[src/rtl/adsr_envelope_pkg.sv]
// Shared constants and state encoding for the ADSR envelope generator.
package adsr_envelope_pkg;

    localparam int unsigned ENV_WIDTH   = 16;
    localparam int unsigned SYNTH_WIDTH = 16;

    localparam logic [ENV_WIDTH-1:0] ENV_MAX = '1;

    typedef enum logic [2:0] {
        ST_IDLE    = 3'd0,
        ST_ATTACK  = 3'd1,
        ST_DECAY   = 3'd2,
        ST_SUSTAIN = 3'd3,
        ST_RELEASE = 3'd4
    } env_state_t;

endpackage : adsr_envelope_pkg

[src/rtl/adsr_envelope.sv]
// ADSR envelope generator: tick-driven level FSM plus one registered
// multiply stage that scales the oscillator sample by the current level.
module adsr_envelope
    import adsr_envelope_pkg::*;
(
    input  logic                          clk_in,
    input  logic                          rst_in,
    input  logic                          sample_valid_in,
    input  logic signed [SYNTH_WIDTH-1:0] synth_in,
    input  logic                          gate_in,
    input  logic        [ENV_WIDTH-1:0]   attack_step_in,
    input  logic        [ENV_WIDTH-1:0]   decay_step_in,
    input  logic        [ENV_WIDTH-1:0]   sustain_level_in,
    input  logic        [ENV_WIDTH-1:0]   release_step_in,
    output logic signed [SYNTH_WIDTH-1:0] audio_out,
    output logic                          audio_valid_out,
    output logic        [ENV_WIDTH-1:0]   env_out,
    output logic        [2:0]             state_out
);

    env_state_t                    state_q, state_d;
    logic        [ENV_WIDTH-1:0]   env_q, env_d;
    logic                          gate_prev_q, gate_prev_d;
    logic signed [SYNTH_WIDTH-1:0] audio_q, audio_d;
    logic                          audio_valid_q, audio_valid_d;

    logic                                rise;
    logic        [ENV_WIDTH:0]           attack_sum;
    logic        [ENV_WIDTH-1:0]         decay_room;
    logic signed [SYNTH_WIDTH+ENV_WIDTH:0] product;
    logic signed [SYNTH_WIDTH+ENV_WIDTH:0] product_shr;

    // State register
    always_ff @(posedge clk_in or posedge rst_in) begin
        if (rst_in) begin
            state_q     <= ST_IDLE;
            env_q       <= '0;
            gate_prev_q <= 1'b0;
        end else begin
            state_q     <= state_d;
            env_q       <= env_d;
            gate_prev_q <= gate_prev_d;
        end
    end

    // Next-state and level computation
    always_comb begin
        state_d     = state_q;
        env_d       = env_q;
        gate_prev_d = gate_prev_q;
        rise        = gate_in & ~gate_prev_q;
        attack_sum  = {1'b0, env_q} + {1'b0, attack_step_in};
        decay_room  = env_q - sustain_level_in;

        if (sample_valid_in) begin
            gate_prev_d = gate_in;
            // Retrigger keeps the current level so a re-gate in RELEASE ramps from there.
            if (rise) begin
                state_d = ST_ATTACK;
            end else if (!gate_in && (state_q == ST_ATTACK || state_q == ST_DECAY ||
                                      state_q == ST_SUSTAIN)) begin
                state_d = ST_RELEASE;
            end else begin
                unique case (state_q)
                    ST_IDLE: begin
                        env_d = '0;
                    end
                    ST_ATTACK: begin
                        if (attack_sum >= {1'b0, ENV_MAX}) begin
                            env_d   = ENV_MAX;
                            state_d = ST_DECAY;
                        end else begin
                            env_d = attack_sum[ENV_WIDTH-1:0];
                        end
                    end
                    ST_DECAY: begin
                        if (env_q <= sustain_level_in || decay_step_in >= decay_room) begin
                            env_d   = sustain_level_in;
                            state_d = ST_SUSTAIN;
                        end else begin
                            env_d = env_q - decay_step_in;
                        end
                    end
                    ST_SUSTAIN: begin
                        env_d = sustain_level_in;
                    end
                    ST_RELEASE: begin
                        if (release_step_in >= env_q) begin
                            env_d   = '0;
                            state_d = ST_IDLE;
                        end else begin
                            env_d = env_q - release_step_in;
                        end
                    end
                    default: begin
                        env_d   = '0;
                        state_d = ST_IDLE;
                    end
                endcase
            end
        end
    end

    // Scaling stage uses the pre-update level of the same tick
    always_comb begin
        product       = synth_in * $signed({1'b0, env_q});
        product_shr   = product >>> ENV_WIDTH;
        audio_d       = audio_q;
        audio_valid_d = sample_valid_in;
        if (sample_valid_in) begin
            audio_d = $signed(product_shr[SYNTH_WIDTH-1:0]);
        end
    end

    always_ff @(posedge clk_in or posedge rst_in) begin
        if (rst_in) begin
            audio_q       <= '0;
            audio_valid_q <= 1'b0;
        end else begin
            audio_q       <= audio_d;
            audio_valid_q <= audio_valid_d;
        end
    end

    // Outputs
    always_comb begin
        audio_out       = audio_q;
        audio_valid_out = audio_valid_q;
        env_out         = env_q;
        state_out       = state_q;
    end

endmodule : adsr_envelope

[config.mk]
export PLATFORM = sky130hd
export DESIGN_NAME = adsr_envelope
export DESIGN_NICKNAME = d
export VERILOG_FILES = /design/src/rtl/adsr_envelope_pkg.sv /design/src/rtl/adsr_envelope.sv
export SDC_FILE = /design/constraint.sdc
export NUM_CORES = 1
export LEC_CHECK = 0
export ABC_AREA = 1
export CAP_MARGIN = 15
export CORE_ASPECT_RATIO = 0.9
export CORE_MARGIN = 8
export CORE_UTILIZATION = 50
export DETAILED_ROUTE_END_ITERATION = 10
export PLACE_DENSITY = 0.7
export SKIP_CTS_REPAIR_TIMING = 1
export SLEW_MARGIN = 20
export SYNTH_ARGS = -nofsm -noshare
export SYNTH_HDL_FRONTEND = slang
export SYNTH_SLANG_ARGS = --single-unit
[constraint.sdc]
create_clock -name clk_in -period 9.12 [get_ports clk_in]
set_clock_uncertainty 0.05 [all_clocks]
set_input_delay 1.824 -clock clk_in [delete_from_list [all_inputs] [get_ports clk_in]]
set_output_delay 1.824 -clock clk_in [all_outputs]
set_load 0.01 [all_outputs]
; Word level (Yosys, flattened, before mapping)
; Cells that the tools add are included.
[totals]
regBits = 37
latchBits = 0
ramBits = 0
rom_bits = 0
input_bits = 84
out_inout_bits = 36
n_memories = 0
[op_classes]
add_sub_neg = 4
mul = 1
div = 0
magnitude_cmp = 4
eq_ne = 8
shifts = 0
n_mux = 10
n_bitwise = 4
n_reduce_logical = 9
[op_table]
columns = cell, count
row1 = case mux 16 bit (4 select lines), 1
row2 = 2-to-1 mux 16 bit, 3
row3 = subtractor 16 bit, 3
row4 = greater-or-equal comparator 16 bit, 2
row5 = multiplier 16 x 17 -> 32 bit, 1
row6 = adder 16 x 16 -> 17 bit, 1
row7 = "greater-or-equal comparator 17 x 16 -> 1 bit, second input constant", 1
row8 = less-or-equal comparator 16 bit, 1
row9 = 2-to-1 mux 3 bit, 5
row10 = case mux 3 bit (4 select lines), 1
row11 = "inequality test 4 x 2 -> 1 bit, second input constant", 2
row12 = "equality test 3 x 2 -> 1 bit, second input constant", 2
row13 = AND reduction 5 bit, 1
row14 = "inequality test 4 bit, second input constant", 1
row15 = "equality test 3 x 1 -> 1 bit, second input constant", 1
row16 = "equality test 3 bit, second input constant", 1
row17 = zero test 3 bit, 1
row18 = logical OR 1 bit, 3
row19 = "inequality test 3 x 1 -> 1 bit, second input constant", 1
row20 = NOT 1 bit, 3
row21 = AND reduction 3 bit, 1
row22 = OR reduction 2 bit, 1
row23 = AND 1 bit, 1
row24 = logical AND 1 bit, 1
row25 = zero test 1 bit, 1

; Logic depth before layout (Yosys ltp)
; Gate-level depths: netlist (run 1).
[depth]
word_depth = 7
ltp_mapped = 28
mapped_depth_nobuf = 26

; Least setup slack after synthesis (run 1)
; Ideal clock, no wire load.
[synth_path]
path_kind = input -> register
start = input port synth_in[7]
end = register audio_q[9], in the netlist audio_out[9]
arrival_ns = 6.808
required_time_ns = 8.952
path_slack_ns = 2.144
stages = 22
n_path_buf = 2
path_cell_list = clkbuf_1 clkbuf_1 nand2_1 fa_1 inv_1 fa_1 inv_1 fa_1 inv_1 fa_1 fa_1 inv_1 fa_1 inv_1 ha_1 a21oi_1 o21ai_0 o21bai_1 a221oi_1 nand3b_1 nand3_1 nand2_1
[synth_between]
elab_chain_cells = 1
[synth_rtl]
columns = item, line_no
row1 = from (decl), adsr_envelope.sv:9  ; input logic signed [SYNTH_WIDTH-1:0] synth_in,
row2 = multiplier 16 x 17 -> 32 bit, adsr_envelope.sv:106  ; product = synth_in * $signed({1'b0, env_q});
row3 = to (signal assigned), adsr_envelope.sv:120  ; audio_q <= audio_d;
row4 = to (decl), adsr_envelope.sv:24  ; logic signed [SYNTH_WIDTH-1:0] audio_q, audio_d;
; Every way passes these cells.
; A chain may end at the register's enable or synchronous reset.

; Worst setup path after layout (run 1)
; Same ends and word-level chain as after synthesis.

==> results of run 1 <==
[cell families (layout without fill, tap and decap cells)]
family / Yosys count / after routing
AND/OR/NAND/NOR: 872 / 872
buffers and inverters: 588 / 656
adder cells (fa/ha/maj): 390 / 390
AO/OA/AOI/OAI: 224 / 224
XOR/XNOR: 46 / 46
flip-flops: 37 / 37
[layer usage]
layer / vias up / GRT usage (%) / part of all wire, %
met5: - / 0 / 0.027
met4: 2 / 6.11 / 2.1
met3: 87 / 5.22 / 8.9
met2: 582 / 43.2 / 44
met1: 6703 / 38.5 / 45
li1: 6682 / - / -
[area by class of cell]
type / count / area (um2) / share of cell area, %
Multi-Input combinational cell: 1532 / 11600 / 70.8
Clock inverter: 1 / 5.00 / 0.0304
Sequential cell: 37 / 926 / 5.63
Inverter: 511 / 1920 / 11.7
Timing Repair Buffer: 139 / 1340 / 8.15
Tap cell: 396 / 495 / 3.01
Clock buffer: 5 / 125 / 0.760
[per-stage QoR]
step	instances	setup WS (ns)
2_1_floorplan	2157	2.14
3_3_place_gp	2615	1.15
3_5_place_dp	2615	1.13
4_1_cts	2621	1.39
5_1_grt	2621	0.991
6_report	2621	1.32
[layout by cell type (no fill, tap or decap), types with 27 or more instances in the layout]
| master | count |
|---|---|
| nand2_1 | 595 |
| inv_1 | 510 |
| fa_1 | 197 |
| ha_1 | 193 |
| clkdlybuf4s50_1 | 119 |
| a21oi_1 | 105 |
| nor2_1 | 103 |
| nand3_1 | 92 |
| o21ai_0 | 50 |
| dfrtp_1 | 37 |
| xnor2_1 | 27 |
[worst register-to-register path, stage by stage (launching register included)]
cell      delay [ns]
dfrtp_1         0.65
buf_4           0.36
nand2_1         0.12
fa_1            0.54
inv_1           0.05
fa_1            0.49
inv_1           0.06
fa_1            0.55
inv_1           0.06
fa_1            0.48
fa_1            0.53
inv_1           0.05
fa_1            0.48
inv_1           0.05
ha_1            0.31
a21oi_1         0.19
o21ai_0         0.13
o21bai_1        0.20
a221oi_1        0.36
nand3b_1        0.12
nand3_1         0.13
nand2_1         0.07
[flip-flops by register name, summed over array words and instances, names as in the netlist]
register         flops
state_out            3
audio_valid_out      1
audio_out           16
gate_prev_q          1
env_out             16
[worst max-delay path by stage]
stage,start,end,slack [ns],cells past startpoint
finish,synth_in[7],audio_out[9],1.32,21
global placement,synth_in[7],audio_out[9],1.15,21
global route,synth_in[7],audio_out[9],0.99,21
CTS,synth_in[1],audio_out[13],1.39,21
detailed placement,synth_in[1],audio_out[13],1.13,21
floorplan,synth_in[7],audio_out[9],2.14,22
==> reports/results.tsv, run 1 <==
metric	value	unit
outcome	completed	
CTS max path bufs	2	
TritonCTS clock tree	done	
ys flop type	dfrtp_1	
Setup TNS	0	ns
clk_lat worst skew	0.30	ns
Slew Limit Fails	0	
measured slew at the worst slew-check pin	0.898	ns
worst min-delay path class	flop to flop	
Max Clk Rate	128	MHz
largest net degree at the start of global routing	38	
worst r2r dst	audio_out[9]	
initial core utilization	51.0	%
DR iter-0 viols	1272	
GRT Util Overall	27.4	%
Worst Min Path Start	audio_out[11]	
first-pass GRT wire length	76.0	mm
share of layout cells above drive strength 1	2.56	%
Synth area leaders	fa_1, ha_1, nand2_1, inv_1, dfrtp_1	
mux contribution to synthesized area	0	%
Die Area	35400	um2
clk sinks	37	
Routed wire per std cell	18.1	um
RSZ-0062 raised after global routing	false	
cells on worst reg2reg path	21	
largest family of logic cells by synthesized area	adder cells	
Synth warnings	0	
CP Class	input pin to flop	
GPL Wtd Cong	1.01	
FF+latch count, synth	37	
post-synth top area cell	fa_1	
cell count after synthesis	2157	
Slowest-stage cell, CP	clkdlybuf4s50_1	
Worst Hold Slack	0.443	ns
DP HPWL	39.3	mm
Req. time, crit path	9.25	ns
Top delay family on crit path	adder cells	
Util after Layout	56.7	%
FFs w/ async S/R, synth	100	%
clock edge transition at the registers on the reported setup and hold paths	0.06	ns
Compound-Gate Fraction of Synth Area	8.51	%
antenna viol nets, final	0	
final worst path period need	7.80	ns
Max Cap Violations	0	
Post-Synth XOR/XNOR Area	2.72	%
drt pass-1 iters	6	
Hold Crit Depth	2	
routed via count	14100	
nature of the critical path endpoint	flop	
synthesized area	14800	um2
crit path DAT	7.93	ns
top cell type's share of synthesized area	26.6	%
Post-Synth Adder-Cell Area	42.9	%
hold path endpoint	audio_out[11]	
Congestion Overflow GR	0	
final setup vio count	0	
worst path bufs/invs	6	
sequential area share after synthesis	6.25	%
Residual DRC	0	
Setup crit start kind	input pin	
# IOs	120	
Fillers	2858	
Post-Route WL	47.3	mm
area grow syn2layout	11.1	%
site row count	59	
most frequent cells after synthesis	nand2_1, inv_1, fa_1	
clk root buf	clkbuf_16	
CP Max Fanout	16	
Final period util	85.5	%
number of enable flip-flop cells after synthesis	0	
DR vias/cell	5.36	
port bufs	119	
Num CTS Buffers	5	
Critical Path, Cell by Cell	clkdlybuf4s50_1, nand2_1, fa_1, inv_1, fa_1, inv_1, fa_1, inv_1, fa_1, fa_1, inv_1, fa_1, inv_1, ha_1, a21oi_1, o21ai_0, o21bai_1, a221oi_1, nand3b_1, nand3_1, nand2_1	
CP peak stage delay	1.03	ns
antenna violations before repair	1	
Synth Area in Simple Gates	24.5	%
core area	29000	um2
# diodes	0	
Fin. Hold Viols	0	
most numerous cell on the critical path	fa_1	
unique cell type count in the Yosys netlist	49	
die height	179	um
nets	2700	
reg-to-reg slack, setup	2.97	ns
count leader, synth	nand2_1	
Die X	197	um
H-tree depth	2	
vias in the first global route	14100	
net count after synthesis	2631	
Rel. slew slack	39.9	%
Worst R2R Start	env_out[6]	
Avg Inst Size Synth	6.87	um2
post-route cell area	16500	um2
Post-DP Area	16300	um2
Power of run 1 is left out: the tool's default activity adds up to more than one toggle a clock period on the data nets, which glitch-free logic cannot reach.
==> run 2: changes to the inputs <==
--- a/config.mk
+++ b/config.mk
@@ -17,3 +17,4 @@
 export SYNTH_ARGS = -nofsm -noshare
 export SYNTH_HDL_FRONTEND = slang
 export SYNTH_SLANG_ARGS = --single-unit
+export TNS_END_PERCENT = 10
==> results of run 2 <==
No change in the layout: final DEF, timing and power equal those of run 1.
Power of run 2 is left out for the same reason.
